`src/rtl/mem_arb_pkg.sv`:
```
// Shared widths and FSM state type for the two-master memory arbiter.
package mem_arb_pkg;

    localparam int unsigned ARB_ADDR_WIDTH  = 64;
    localparam int unsigned ARB_DATA_WIDTH  = 64;
    localparam int unsigned ARB_BURST_BEATS = 2;
    localparam int unsigned MEM_DATA_WIDTH  = ARB_DATA_WIDTH * 2;
    localparam int unsigned MEM_MASK_WIDTH  = MEM_DATA_WIDTH / 8;

    typedef enum logic [1:0] {
        IDLE     = 2'd0,
        GRANT_RD = 2'd1,
        GRANT_WR = 2'd2
    } arb_state_t;

endpackage

```
`src/rtl/arb_rr2.sv`:
```
// Two-requester round-robin picker: a lone requester wins, a tie goes to ptr.
module arb_rr2 (
    input  logic [1:0] req,
    input  logic       ptr,
    output logic       grant
);

    always_comb begin
        unique case (req)
            2'b01:   grant = 1'b0;
            2'b10:   grant = 1'b1;
            2'b11:   grant = ptr;
            default: grant = 1'b0;
        endcase
    end

endmodule

```
`src/rtl/mem_arbiter.sv`:
```
// Shares one 128-bit memory port between the I-cache (m0) and D-cache (m1) CMUs, burst-locked.
// Define ARB_PERF_EN to add per-master burst and stall counters.
module mem_arbiter
    import mem_arb_pkg::*;
#(
    parameter int unsigned ADDR_WIDTH  = ARB_ADDR_WIDTH,
    parameter int unsigned DATA_WIDTH  = ARB_DATA_WIDTH,
    parameter int unsigned BURST_BEATS = ARB_BURST_BEATS
) (
    input  logic                        clk,
    input  logic                        rst,
    input  logic                        m0_ren,
    input  logic [ADDR_WIDTH-1:0]       m0_raddr,
    output logic [DATA_WIDTH*2-1:0]     m0_rdata,
    output logic                        m0_rvalid,
    input  logic                        m0_wen,
    input  logic [ADDR_WIDTH-1:0]       m0_waddr,
    input  logic [DATA_WIDTH*2-1:0]     m0_wdata,
    input  logic [DATA_WIDTH*2/8-1:0]   m0_wmask,
    output logic                        m0_wvalid,
    input  logic                        m1_ren,
    input  logic [ADDR_WIDTH-1:0]       m1_raddr,
    output logic [DATA_WIDTH*2-1:0]     m1_rdata,
    output logic                        m1_rvalid,
    input  logic                        m1_wen,
    input  logic [ADDR_WIDTH-1:0]       m1_waddr,
    input  logic [DATA_WIDTH*2-1:0]     m1_wdata,
    input  logic [DATA_WIDTH*2/8-1:0]   m1_wmask,
    output logic                        m1_wvalid,
    output logic                        mem_ren,
    output logic [ADDR_WIDTH-1:0]       mem_raddr,
    input  logic [DATA_WIDTH*2-1:0]     mem_rdata,
    input  logic                        mem_rvalid,
    output logic                        mem_wen,
    output logic [ADDR_WIDTH-1:0]       mem_waddr,
    output logic [DATA_WIDTH*2-1:0]     mem_wdata,
    output logic [DATA_WIDTH*2/8-1:0]   mem_wmask,
    input  logic                        mem_wvalid,
    output logic                        owner
`ifdef ARB_PERF_EN
    ,
    output logic [31:0]                 perf_grant0,
    output logic [31:0]                 perf_grant1,
    output logic [31:0]                 perf_stall0,
    output logic [31:0]                 perf_stall1
`endif
);

    localparam int unsigned CW = $clog2(BURST_BEATS) + 1;

    arb_state_t    state;
    logic [CW-1:0] beat_cnt;
    logic          rr_ptr;
    logic [1:0]    req;
    logic          win;
    logic          win_wen;
    logic          beat_fire;
    logic          burst_done;

    assign req     = {m1_ren | m1_wen, m0_ren | m0_wen};
    assign win_wen = win ? m1_wen : m0_wen;

    arb_rr2 u_rr (
        .req  (req),
        .ptr  (rr_ptr),
        .grant(win)
    );

    // Only valids in the granted direction advance the burst.
    assign beat_fire  = ((state == GRANT_RD) && mem_rvalid) ||
                        ((state == GRANT_WR) && mem_wvalid);
    assign burst_done = beat_fire && (beat_cnt == CW'(BURST_BEATS - 1));

    assign m0_rdata = mem_rdata;
    assign m1_rdata = mem_rdata;

    always_comb begin
        mem_ren   = 1'b0;
        mem_raddr = '0;
        mem_wen   = 1'b0;
        mem_waddr = '0;
        mem_wdata = '0;
        mem_wmask = '0;
        if (state == GRANT_RD) begin
            mem_ren   = owner ? m1_ren   : m0_ren;
            mem_raddr = owner ? m1_raddr : m0_raddr;
        end
        if (state == GRANT_WR) begin
            mem_wen   = owner ? m1_wen   : m0_wen;
            mem_waddr = owner ? m1_waddr : m0_waddr;
            mem_wdata = owner ? m1_wdata : m0_wdata;
            mem_wmask = owner ? m1_wmask : m0_wmask;
        end
    end

    assign m0_rvalid = mem_rvalid && (state == GRANT_RD) && !owner;
    assign m1_rvalid = mem_rvalid && (state == GRANT_RD) &&  owner;
    assign m0_wvalid = mem_wvalid && (state == GRANT_WR) && !owner;
    assign m1_wvalid = mem_wvalid && (state == GRANT_WR) &&  owner;

    always_ff @(posedge clk) begin
        if (rst) begin
            state    <= IDLE;
            beat_cnt <= '0;
            rr_ptr   <= 1'b0;
            owner    <= 1'b0;
        end else begin
            unique case (state)
                IDLE: begin
                    // A pending write-back drains before a refill from the same master.
                    if (|req) begin
                        owner <= win;
                        state <= win_wen ? GRANT_WR : GRANT_RD;
                    end
                end
                GRANT_RD, GRANT_WR: begin
                    if (burst_done) begin
                        state    <= IDLE;
                        beat_cnt <= '0;
                        rr_ptr   <= ~owner;
                    end else if (beat_fire) begin
                        beat_cnt <= beat_cnt + CW'(1);
                    end
                end
                default: state <= IDLE;
            endcase
        end
    end

`ifdef ARB_PERF_EN
    logic held0;
    logic held1;

    assign held0 = (state != IDLE) && !owner;
    assign held1 = (state != IDLE) &&  owner;

    always_ff @(posedge clk) begin
        if (rst) begin
            perf_grant0 <= '0;
            perf_grant1 <= '0;
            perf_stall0 <= '0;
            perf_stall1 <= '0;
        end else begin
            if (burst_done && !owner) perf_grant0 <= perf_grant0 + 32'd1;
            if (burst_done &&  owner) perf_grant1 <= perf_grant1 + 32'd1;
            if (req[0] && !held0)     perf_stall0 <= perf_stall0 + 32'd1;
            if (req[1] && !held1)     perf_stall1 <= perf_stall1 + 32'd1;
        end
    end
`endif

endmodule

```
`config.mk`:
```
export PLATFORM = sky130hd
export DESIGN_NAME = mem_arbiter
export DESIGN_NICKNAME = d
export VERILOG_FILES = /design/src/rtl/mem_arb_pkg.sv /design/src/rtl/arb_rr2.sv /design/src/rtl/mem_arbiter.sv
export SDC_FILE = /design/constraint.sdc
export NUM_CORES = 1
export LEC_CHECK = 0
export BUFFER_PORTS_ARGS = -buffer_cell sky130_fd_sc_hd__buf_2
export CAP_MARGIN = 20
export CORE_AREA = 10 10 465 467
export CTS_BUF_LIST = sky130_fd_sc_hd__clkbuf_8
export DETAILED_ROUTE_END_ITERATION = 10
export DIE_AREA = 0 0 475 477
export PLACE_DENSITY = 0.3
export SKIP_CTS_REPAIR_TIMING = 1
export SYNTH_ARGS = -nofsm -noshare
export SYNTH_HDL_FRONTEND = slang
export SYNTH_SLANG_ARGS = --single-unit
```
`constraint.sdc`:
```
create_clock -name clk -period 1.6 [get_ports clk]
set_input_delay 0.08 -clock clk [delete_from_list [all_inputs] [get_ports clk]]
set_output_delay 0.08 -clock clk [all_outputs]
set_load 0.02 [all_outputs]
```
==> results of run 1 <==
## state kept, by name (all words and copies together) (netlist names)
register,cells
beat_cnt,2
rr_ptr,1
state,2
owner,1
## layer usage
layer  vias to the layer above  GRT usage (%)  part of all wire [%]
met5                         -          0.362                  0.48
met4                        90           3.42                   3.9
met3                       486           8.81                    17
met2                      1008           20.6                    48
met1                      4437           10.8                    30
li1                       4127              -                     -
## logic make-up after synthesis
kind of cell    count (synthesis)  synth area share [%]
xor+xnor                        1                 0.124
fa+ha+maj                       3                 0.530
buf+inv                       321                  32.1
simple gates                  292                  25.4
mux                           274                  38.7
compound gates                 15                  1.48
flops                           6                  1.69
## layout make-up
cell class | instances | area (um2) | share of cell area (%)
well taps | 2704 | 3380 | 20.2
repair buffers | 975 | 7410 | 44.2
diodes | 33 | 82.6 | 0.493
multi-input cells | 585 | 5700 | 34.0
inverters | 4 | 15.0 | 0.0896
clock inverters | 1 | 3.75 | 0.0224
clock buffers | 3 | 41.3 | 0.246
flip-flops and latches | 6 | 126 | 0.754
## placed cells by master, fill, tap and decap left out, types with 4 or more instances in the layout
| master | netlist | routed |
|---|---|---|
| mux2i_1 | 274 | 198 |
| buf_12 | 0 | 96 |
| nor2b_4 | 0 | 41 |
| buf_8 | 0 | 7 |
| clkbuf_16 | 0 | 16 |
| inv_1 | 4 | 4 |
| nand2_1 | 5 | 5 |
| nand2b_1 | 4 | 4 |
| mux2i_4 | 0 | 31 |
| diode_2 | 0 | 33 |
| buf_2 | 12 | 692 |
| buf_16 | 0 | 6 |
| buf_6 | 1 | 46 |
| nor2_1 | 5 | 5 |
| nor2b_2 | 0 | 46 |
| nor2b_1 | 274 | 187 |
| buf_4 | 279 | 109 |
| mux2i_2 | 0 | 45 |
## stage by stage
stage	utilization [%]	hold slack (ns)	instance area, um2	setup TNS, ns	total power [uW]
4_1_cts	7.09	0.111	14600	-77.08	11000
6_report	8.12	0.123	16800	-46.14	13200
3_5_place_dp	7.07	0.160	14600	-8.61	10700
3_3_place_gp	7.07	0.160	14600	-8.34	10700
2_1_floorplan	-	0.149	7090	0	5310
5_1_grt	8.09	0.133	16700	-73.82	14000
## report_power, final
| part | internal, uW | switching (uW) | leakage [uW] |
|---|---|---|---|
| Clock | 168 | 103 | 0.0000271 |
| Sequential | 175 | 26.2 | 0.0000503 |
| Combinational | 5870 | 6830 | 0.00645 |
## worst max-delay path by stage
stage                  start        endpoint  slack, ns  cells after the start
finish                 owner  mem_wdata[102]      -0.36                      5
global route           owner  mem_wdata[114]      -0.39                      6
CTS                    owner   mem_raddr[26]      -0.72                      6
detailed placement     owner   mem_raddr[26]      -0.42                      6
global placement       owner   mem_wdata[32]      -0.41                      6
floorplan           state[0]    mem_wdata[0]       0.09                      5
## critical path, delay by kind of cell (launching register included)
kind | cells | cell delay (ns)
buffers and inverters | 3 | 0.60
AND/OR/NAND/NOR | 1 | 0.08
flip-flops | 1 | 0.40
multiplexers | 1 | 0.48
==> qor.csv, run 1 <==
metric;value;unit
portBuffers;830;
viasPerCell;2.35;
track_usage;11.8;%
htree_levels;1;
synth-seq-cells;6;
routed_wl;149;mm
num-fill-cells;24311;
io_pins;1215;
clockRootBuffer;clkbuf_8;
synthesis.nets;1595;
antenna_found_initial;195;
cts_tree;done;
postRouteAntennaNets;0;
fp.dieW;475;um
wl_per_cell;34.5;um
path_max_fanout;22;
worstHoldStart;rst;
worst_slew_pin_slew;0.465;ns
cts.path.max_buffers;2;
slowest_stage;mux2i_1;
hold_viol;0;
yosysSeqAreaShare;1.69;%
ff2ff_setup_slack;-0.09;ns
setup_ws;-0.358;ns
peakVddDrop;0.412;mV
initial_core_util;3.43;%
rows;167;
r2r_start;state[1];
worst-endpoint-required;1.52;ns
min_period;1.96;ns
drive_above_1_share;72.9;%
arrival;1.88;ns
grt_pass1_wl;165;mm
grt-ovfl-total;0;
whs_endpoint;rr_ptr;
period_share;122;%
syn_avg_cell_area;7.77;um2
synthTopCellsByArea;mux2i_1, buf_4, nor2b_1;
reg2regPathDepth;7;
cp-end-kind;output port;
rsz0062_at_grt;yes;
area_growth;136;%
synth.most_common_cell;buf_4;
dr.first_iter.drc_count;476;
crit_chain;buf_16 > mux2i_1 > buf_4 > nor2b_1 > buf_12;
layout.cells.non_filler;4311;
async_flop_share;0;%
drc_errors;0;
first_pass_iters;4;
die_h;477;um
clk_pin_slew;0.06;ns
violations;negative setup slack;
synthFlopType;dfxtp_1;
worstHoldPathType;primary input to flip-flop;
setup_viol;280;
slew_viol_final;0;
core;206000;um2
timing.fmax;511;MHz
cts.sinks;6;
start_kind;flip-flop;
synth_common_cells;buf_4, mux2i_1, nor2b_1, clkbuf_1, buf_2;
status;complete, but fails checks;
synth_top_area_share;38.7;%
num_vias;10148;
r2r-end;state[0];
pre_cts_slack;-0.419;ns
skew;0.0152;ns
netlist_instances;912;
cts_made_buffers;3;
synth_edf_count;0;
synth_cell_types;26;
yosys_warnings;0;
grt_pass1_vias;10238;
final_nets;2258;
grt_max_degree;70;
clock_latency;0.25;ns
die_area;227000;um2
synth_top_area_cell;mux2i_1;
maxSlewHeadroom;68.1;%
holdPathStages;2;
power_density;785;nW/um2
place_congestion;0.902;
path_class;flip-flop to output port;
dp.cells;4234;
max-cap-violations;0;
dp_hpwl;137;mm
critPathMaxStageDelay;0.48;ns
p_leak;0.00652;uW
syn_area;7090;um2
Note: power is estimated with default switching activity, not from simulation.
==> run 2, diff against run 1 <==
Settings changed: SKIP_CTS_REPAIR_TIMING 1 to not set.
==> qor.csv, run 2 (synthesized netlist as in run 1, its figures left out) <==
metric;value;unit;change
maxSlewHeadroom;79.3;%;was 68.1%
rsz0062_at_grt;yes;;unchanged
setup_viol;277;;was 280
placed_cell_area;14600;um2;unchanged
stdcell_area;20200;um2;was 16800 um2
peakVddDrop;0.547;mV;was 0.412 mV
setup_ws;-0.319;ns;was -0.358 ns
path_class;flip-flop to output port;;unchanged
cp-end-kind;output port;;unchanged
cts_made_buffers;3;;unchanged
power_density;803;nW/um2;was 785 nW/um2
dp.cells;4234;;unchanged
grt-ovfl-total;0;;unchanged
die_h;477;um;unchanged
holdPathStages;2;;unchanged
fp.dieW;475;um;unchanged
status;complete, but fails checks;;unchanged
io_pins;1215;;unchanged
portBuffers;830;;unchanged
hold_viol;0;;unchanged
arrival;1.84;ns;was 1.88 ns
worst-endpoint-required;1.52;ns;about the same
initial_core_util;3.43;%;unchanged
swShare;49.1;%;was 52.8%
grt_max_degree;35;;was 70
grt_pass1_wl;172;mm;was 165 mm
intPower;8240;uW;was 6210 uW
reg2regPathDepth;8;;was 7
rows;167;;unchanged
start_kind;flip-flop;;unchanged
skew;0.0131;ns;was 0.0152 ns
cts_tree;done;;unchanged
num_vias;10551;;was 10148
min_period;1.92;ns;was 1.96 ns
clockRootBuffer;clkbuf_8;;unchanged
antenna_found_initial;194;;was 195
period_share;120;%;was 122%
drc_errors;0;;unchanged
postRouteAntennaNets;0;;unchanged
fin_util;9.77;%;was 8.12%
area_growth;184;%;was 136%
layout_commonest_cell;buf_2;;unchanged
clock_latency;0.25;ns;about the same
wl_per_cell;35.6;um;was 34.5 um
timing.fmax;521;MHz;was 511 MHz
htree_levels;1;;unchanged
worstHoldPathType;primary input to flip-flop;;unchanged
top_regs;beat_cnt: 2 flops, state: 2 flops;;unchanged
viasPerCell;2.41;;was 2.35
die_area;227000;um2;unchanged
dp_hpwl;137;mm;unchanged
pre_cts_slack;-0.419;ns;unchanged
netSwitchingPower;7950;uW;was 6960 uW
layout.cells.non_filler;4379;;was 4311
final_cell_mix;buf_2, nor2b_1, buf_4, buf_12, buf_6;;was buf_2, mux2i_1, nor2b_1, buf_4, buf_12
worst_slew_pin_slew;0.302;ns;was 0.465 ns
p_leak;0.00749;uW;was 0.00652 uW
final_nets;2327;;was 2258
met3_usage;8.83;%;was 8.81%
slew_viol_final;0;;unchanged
use_met2;21.7;%;was 20.6%
grt_use_met1;11.4;%;was 10.8%
violations;negative setup slack;;unchanged
first_pass_iters;4;;unchanged
clk_pin_slew;0.06;ns;about the same
pwr-share-seq;1.4;%;was 1.5%
max-cap-violations;0;;unchanged
grt_pass1_vias;10657;;was 10238
holdWs;0.134;ns;was 0.123 ns
pwr-share-comb;97.0;%;was 96.4%
cts.sinks;6;;unchanged
routed_wl;156;mm;was 149 mm
track_usage;12.4;%;was 11.8%
power.clock.fraction;1.7;%;was 2.1%
dr.first_iter.drc_count;403;;was 476
path_max_fanout;7;;was 22
place_congestion;0.902;;unchanged
busiest_layer;met2;;unchanged
cts.path.max_buffers;2;;unchanged
core;206000;um2;unchanged
drive_above_1_share;83.4;%;was 72.9%
run 2: changes by cell type in the layout (fill, tap and decap cells not counted), moves of 13 or more:
cell | previous run | this run
buf_2 | 692 | 593
buf_6 | 46 | 121
nor2b_4 | 41 | 66
mux2i_2 | 45 | 58
nor2b_1 | 187 | 137
buf_12 | 96 | 131
mux2i_4 | 31 | 110
buf_16 | 6 | 22
nor2b_2 | 46 | 71
buf_8 | 7 | 22
mux2i_1 | 198 | 106
buf_4 | 109 | 132
run 2: power by group through the flow:
stage	Clock, uW	Sequential [uW]	Combinational (uW)
global route	303	225	16500
detailed placement	0	199	10500
finish	274	219	15700
global placement	0	199	10500
floorplan	0	191	5120
CTS	302	206	13100
run 2: timing repair:
action,in CTS,in global routing
pin swaps,1,8
hold buffers,0,0
setup endpoints to repair,279,283
resized for setup,350,570
buffers inserted,28,47
cloned,16,27
run 2: critical path, cell delays in order (launching register included):
cell and delay, ns:
dfxtp_4 0.47, buf_12 0.20, buf_6 0.14, buf_12 0.16, mux2i_4 0.32, nor2b_2 0.09, buf_12 0.16
run 2: cell type report:
class	instances	area [um2]
flip-flops and latches	6	129
clock buffers	3	41.3
multi-input cells	585	7070
inverters	4	17.5
clock inverters	1	3.75
repair buffers	1044	9440
fillers	24016	186000
well taps	2704	3380
diodes	32	80.1
run 2: path summary, 6_finish.rpt:
kind | slack (ns) | from | to
worst max register to register | -0.05 | state[0] | rr_ptr
worst min register to register | 0.43 | beat_cnt[1] | beat_cnt[1]
worst max-delay path | -0.32 | owner | mem_wdata[104]
worst min-delay path | 0.13 | rst | rr_ptr
run 2: per-stage QoR:
stage	TNS [ns]	power [uW]
after floorplan	0	5310
after global placement	-8.34	10700
after detailed placement	-8.61	10700
after CTS	-56.69	13600
after global routing	-78.61	17000
final	-55.41	16200
run 2: routing by layer:
metal,routed length [um],share of wire (%)
met1,47700,31
met5,770,0.49
met4,5800,3.7
met2,76100,49
met3,25300,16
==> run 3, diff against run 2 <==
Settings changed: ABC_AREA set to 1, CORE_AREA 10 10 465 467 to 10 10 469 471, DIE_AREA 0 0 475 477 to 0 0 479 481.
==> qor.csv, run 3 <==
metric;value;unit;change
die_h;481;um;was 477 um
routed_wl;173;mm;was 156 mm
clk_pin_slew;0.04;ns;was 0.06 ns
synth_cell_types;17;;was 26
layout.cells.non_filler;4759;;was 4379
grt-ovfl-total;0;;unchanged
worst_slew_pin_slew;0.439;ns;was 0.302 ns
die_area;230000;um2;was 227000 um2
synth_xor_area_share;0;%;was 0.124%
synth_common_cells;nor2_1, o21ai_0, buf_4, clkbuf_1, buf_6;;was buf_4, mux2i_1, nor2b_1, clkbuf_1, buf_2
synth_edf_count;0;;unchanged
synth_simple_gate_area_share;34.0;%;was 25.4%
area_growth;198;%;was 184%
start_kind;flip-flop;;unchanged
clockRootBuffer;clkbuf_8;;unchanged
synthFlopType;dfxtp_1;;unchanged
setup_viol;281;;was 277
clock_latency;0.23;ns;was 0.25 ns
portBuffers;830;;unchanged
place_congestion;0.918;;was 0.902
grt_max_degree;43;;was 35
io_pins;1215;;unchanged
layout_commonest_cell;buf_2;;unchanged
timing.fmax;541;MHz;was 521 MHz
syn_area;6350;um2;was 7090 um2
synth_top_area_share;32.8;%;was 38.7%
setup_ws;-0.248;ns;was -0.319 ns
dr.first_iter.drc_count;609;;was 403
synth_compound_area_share;22.5;%;was 1.48%
min_period;1.85;ns;was 1.92 ns
path_common_cell;buf_16;;was buf_12
p_leak;0.00741;uW;was 0.00749 uW
initial_core_util;3.01;%;was 3.43%
top_regs;beat_cnt: 2 flops, state: 2 flops;;unchanged
worstHoldPathType;primary input to flip-flop;;unchanged
ff2ff_setup_slack;-0.13;ns;was -0.05 ns
max-cap-violations;0;;unchanged
antenna_found_initial;214;;was 194
path_delay_family;buffers and inverters;;unchanged
worst-endpoint-required;1.52;ns;about the same
grt_pass1_wl;195;mm;was 172 mm
viasPerCell;2.59;;was 2.41
synth_top_area_cell;nor2_1;;was mux2i_1
synth.most_common_cell;nor2_1;;was buf_4
rsz0062_at_grt;yes;;unchanged
num_vias;12327;;was 10551
hold_viol;0;;unchanged
fp.dieW;479;um;was 475 um
track_usage;13.9;%;was 12.4%
yosysSeqAreaShare;1.89;%;was 1.69%
holdPathStages;2;;unchanged
maxSlewHeadroom;70.7;%;was 79.3%
arrival;1.77;ns;was 1.84 ns
cts.sinks;6;;unchanged
dp.cells;4591;;was 4234
critPathMaxStageDelay;0.36;ns;was 0.47 ns
async_flop_share;0;%;unchanged
final_cell_mix;buf_2, nor2_1, buf_4, nor2_2, buf_12;;was buf_2, nor2b_1, buf_4, buf_12, buf_6
num-fill-cells;24834;;was 24016
dp_hpwl;153;mm;was 137 mm
rows;169;;was 167
final_nets;2579;;was 2327
worstHoldStart;rst;;unchanged
path_class;flip-flop to output port;;unchanged
yosys_warnings;0;;unchanged
wl_per_cell;36.5;um;was 35.6 um
finalSetupTns;-40.68;ns;was -55.41 ns
peakVddDrop;0.322;mV;was 0.547 mV
skew;0.00459;ns;was 0.0131 ns
pre_cts_slack;-0.633;ns;was -0.419 ns
period_share;115;%;was 120%
crit_chain;buf_16 > buf_16 > o21ai_1 > nor2_2 > buf_12;;was buf_12 > buf_6 > buf_12 > mux2i_4 > nor2b_2 > buf_12
grt_pass1_vias;12025;;was 10657
cp-end-kind;output port;;unchanged
synth_top_family_by_area;buffers and inverters;;was multiplexers
synthTopCellsByArea;nor2_1, buf_4, o21ai_0;;was mux2i_1, buf_4, nor2b_1
core;211000;um2;was 206000 um2
whs_endpoint;state[1];;was rr_ptr
slew_viol_final;0;;unchanged
synth_fa_ha_area_share;0.591;%;was 0.529%
placed_cell_area;13500;um2;was 14600 um2
violations;negative setup slack;;unchanged
syn_avg_cell_area;5.17;um2;was 7.77 um2
r2r_start;state[0];;unchanged
synth-seq-cells;6;;unchanged
cts.path.max_buffers;2;;unchanged
r2r-end;state[0];;was rr_ptr
cts_made_buffers;3;;unchanged
synthesis.nets;1911;;was 1595
postRouteAntennaNets;0;;unchanged
power_density;695;nW/um2;was 803 nW/um2
drc_errors;0;;unchanged
crit_buf_inv;3;;was 4
synthMuxAreaShare;0;%;was 38.7%
reg2regPathDepth;14;;was 8
netlist_instances;1228;;was 912
cts_tree;done;;unchanged
stdcell_area;18900;um2;was 20200 um2
slowest_stage;dfxtp_4;;unchanged
path_max_fanout;22;;was 7
drive_above_1_share;75.5;%;was 83.4%
first_pass_iters;5;;was 4
htree_levels;1;;unchanged
status;complete, but fails checks;;unchanged
-- run 3: changes by cell type in the layout (fill, tap and decap cells not counted), moves of 53 or more --
cell     before  now
nor2_1        4  319
nor2_4        1  108
nor2b_4      66    0
nor2b_1     137    0
o21ai_1       2   55
nor2b_2      71    0
o21ai_0       1   59
mux2i_2      58    0
nor2_2        0  128
o21ai_2       1  118
mux2i_4     110    0
mux2i_1     106    0
-- run 3: through the flow --
step,utilization [%],total power [uW],hold slack [ns]
after floorplan,-,4070,0.149
after global placement,6.39,8550,0.160
after detailed placement,6.40,8570,0.160
after CTS,8.08,12400,0.0628
after global routing,8.94,13900,0.0743
final,8.97,13100,0.0655
-- run 3: area by class of cell --
type	count	area, um2	share of cell area [%]
repair buffers	1008	9190	48.6
multi-input cells	862	5790	30.6
well taps	2821	3530	18.7
flip-flops and latches	6	129	0.681
diodes	43	108	0.569
inverters	13	77.6	0.410
repair inverters	2	50.0	0.265
clock buffers	3	41.3	0.218
clock inverters	1	3.75	0.0198
-- run 3: worst max path at each step --
stage / startpoint / endpoint / slack (ns) / cells past startpoint
2_1_floorplan: state[0] / mem_waddr[33] / 0.13 / 7
3_3_place_gp: owner / mem_wdata[12] / -0.74 / 6
3_5_place_dp: owner / mem_wdata[18] / -0.63 / 6
4_1_cts: owner / mem_waddr[52] / -0.31 / 5
5_1_grt: state[1] / mem_raddr[38] / -0.30 / 9
6_report: owner / mem_wdata[89] / -0.25 / 5
-- run 3: kinds of logic (layout without fill, tap and decap cells) --
kind of cell | Yosys count | after routing
AND/OR/NAND/NOR | 574 | 574
buffers and inverters | 360 | 1027
AO/OA/AOI/OAI | 285 | 285
flip-flops | 6 | 6
adder cells (fa/ha/maj) | 3 | 3
other | 0 | 43
-- run 3: timing repair --
item / in CTS / in global routing
endpoints found under the hold margin: 0 / 0
endpoints found under the setup margin: 283 / 283
hold buffers: 0 / 0
resized for setup: 697 / 481
buffers inserted: 57 / 30
pin swaps: 103 / 132
gates cloned: 36 / 14
-- run 3: report_power, final --
group	switching, uW	total (uW)	internal (uW)
clock	78.9	245	166
sequential	17.0	189	172
combinational	7150	12700	5560
total	7250	13100	5890
-- run 3: metal layers --
metal  global-route usage (%)  part of all wire [%]  up-vias
met5                        0                  0.36        -
li1                         -                     -     5076
met2                     23.2                    45     1310
met4                     3.38                   4.2       96
met1                     12.1                    29     5342
met3                     13.2                    21      503
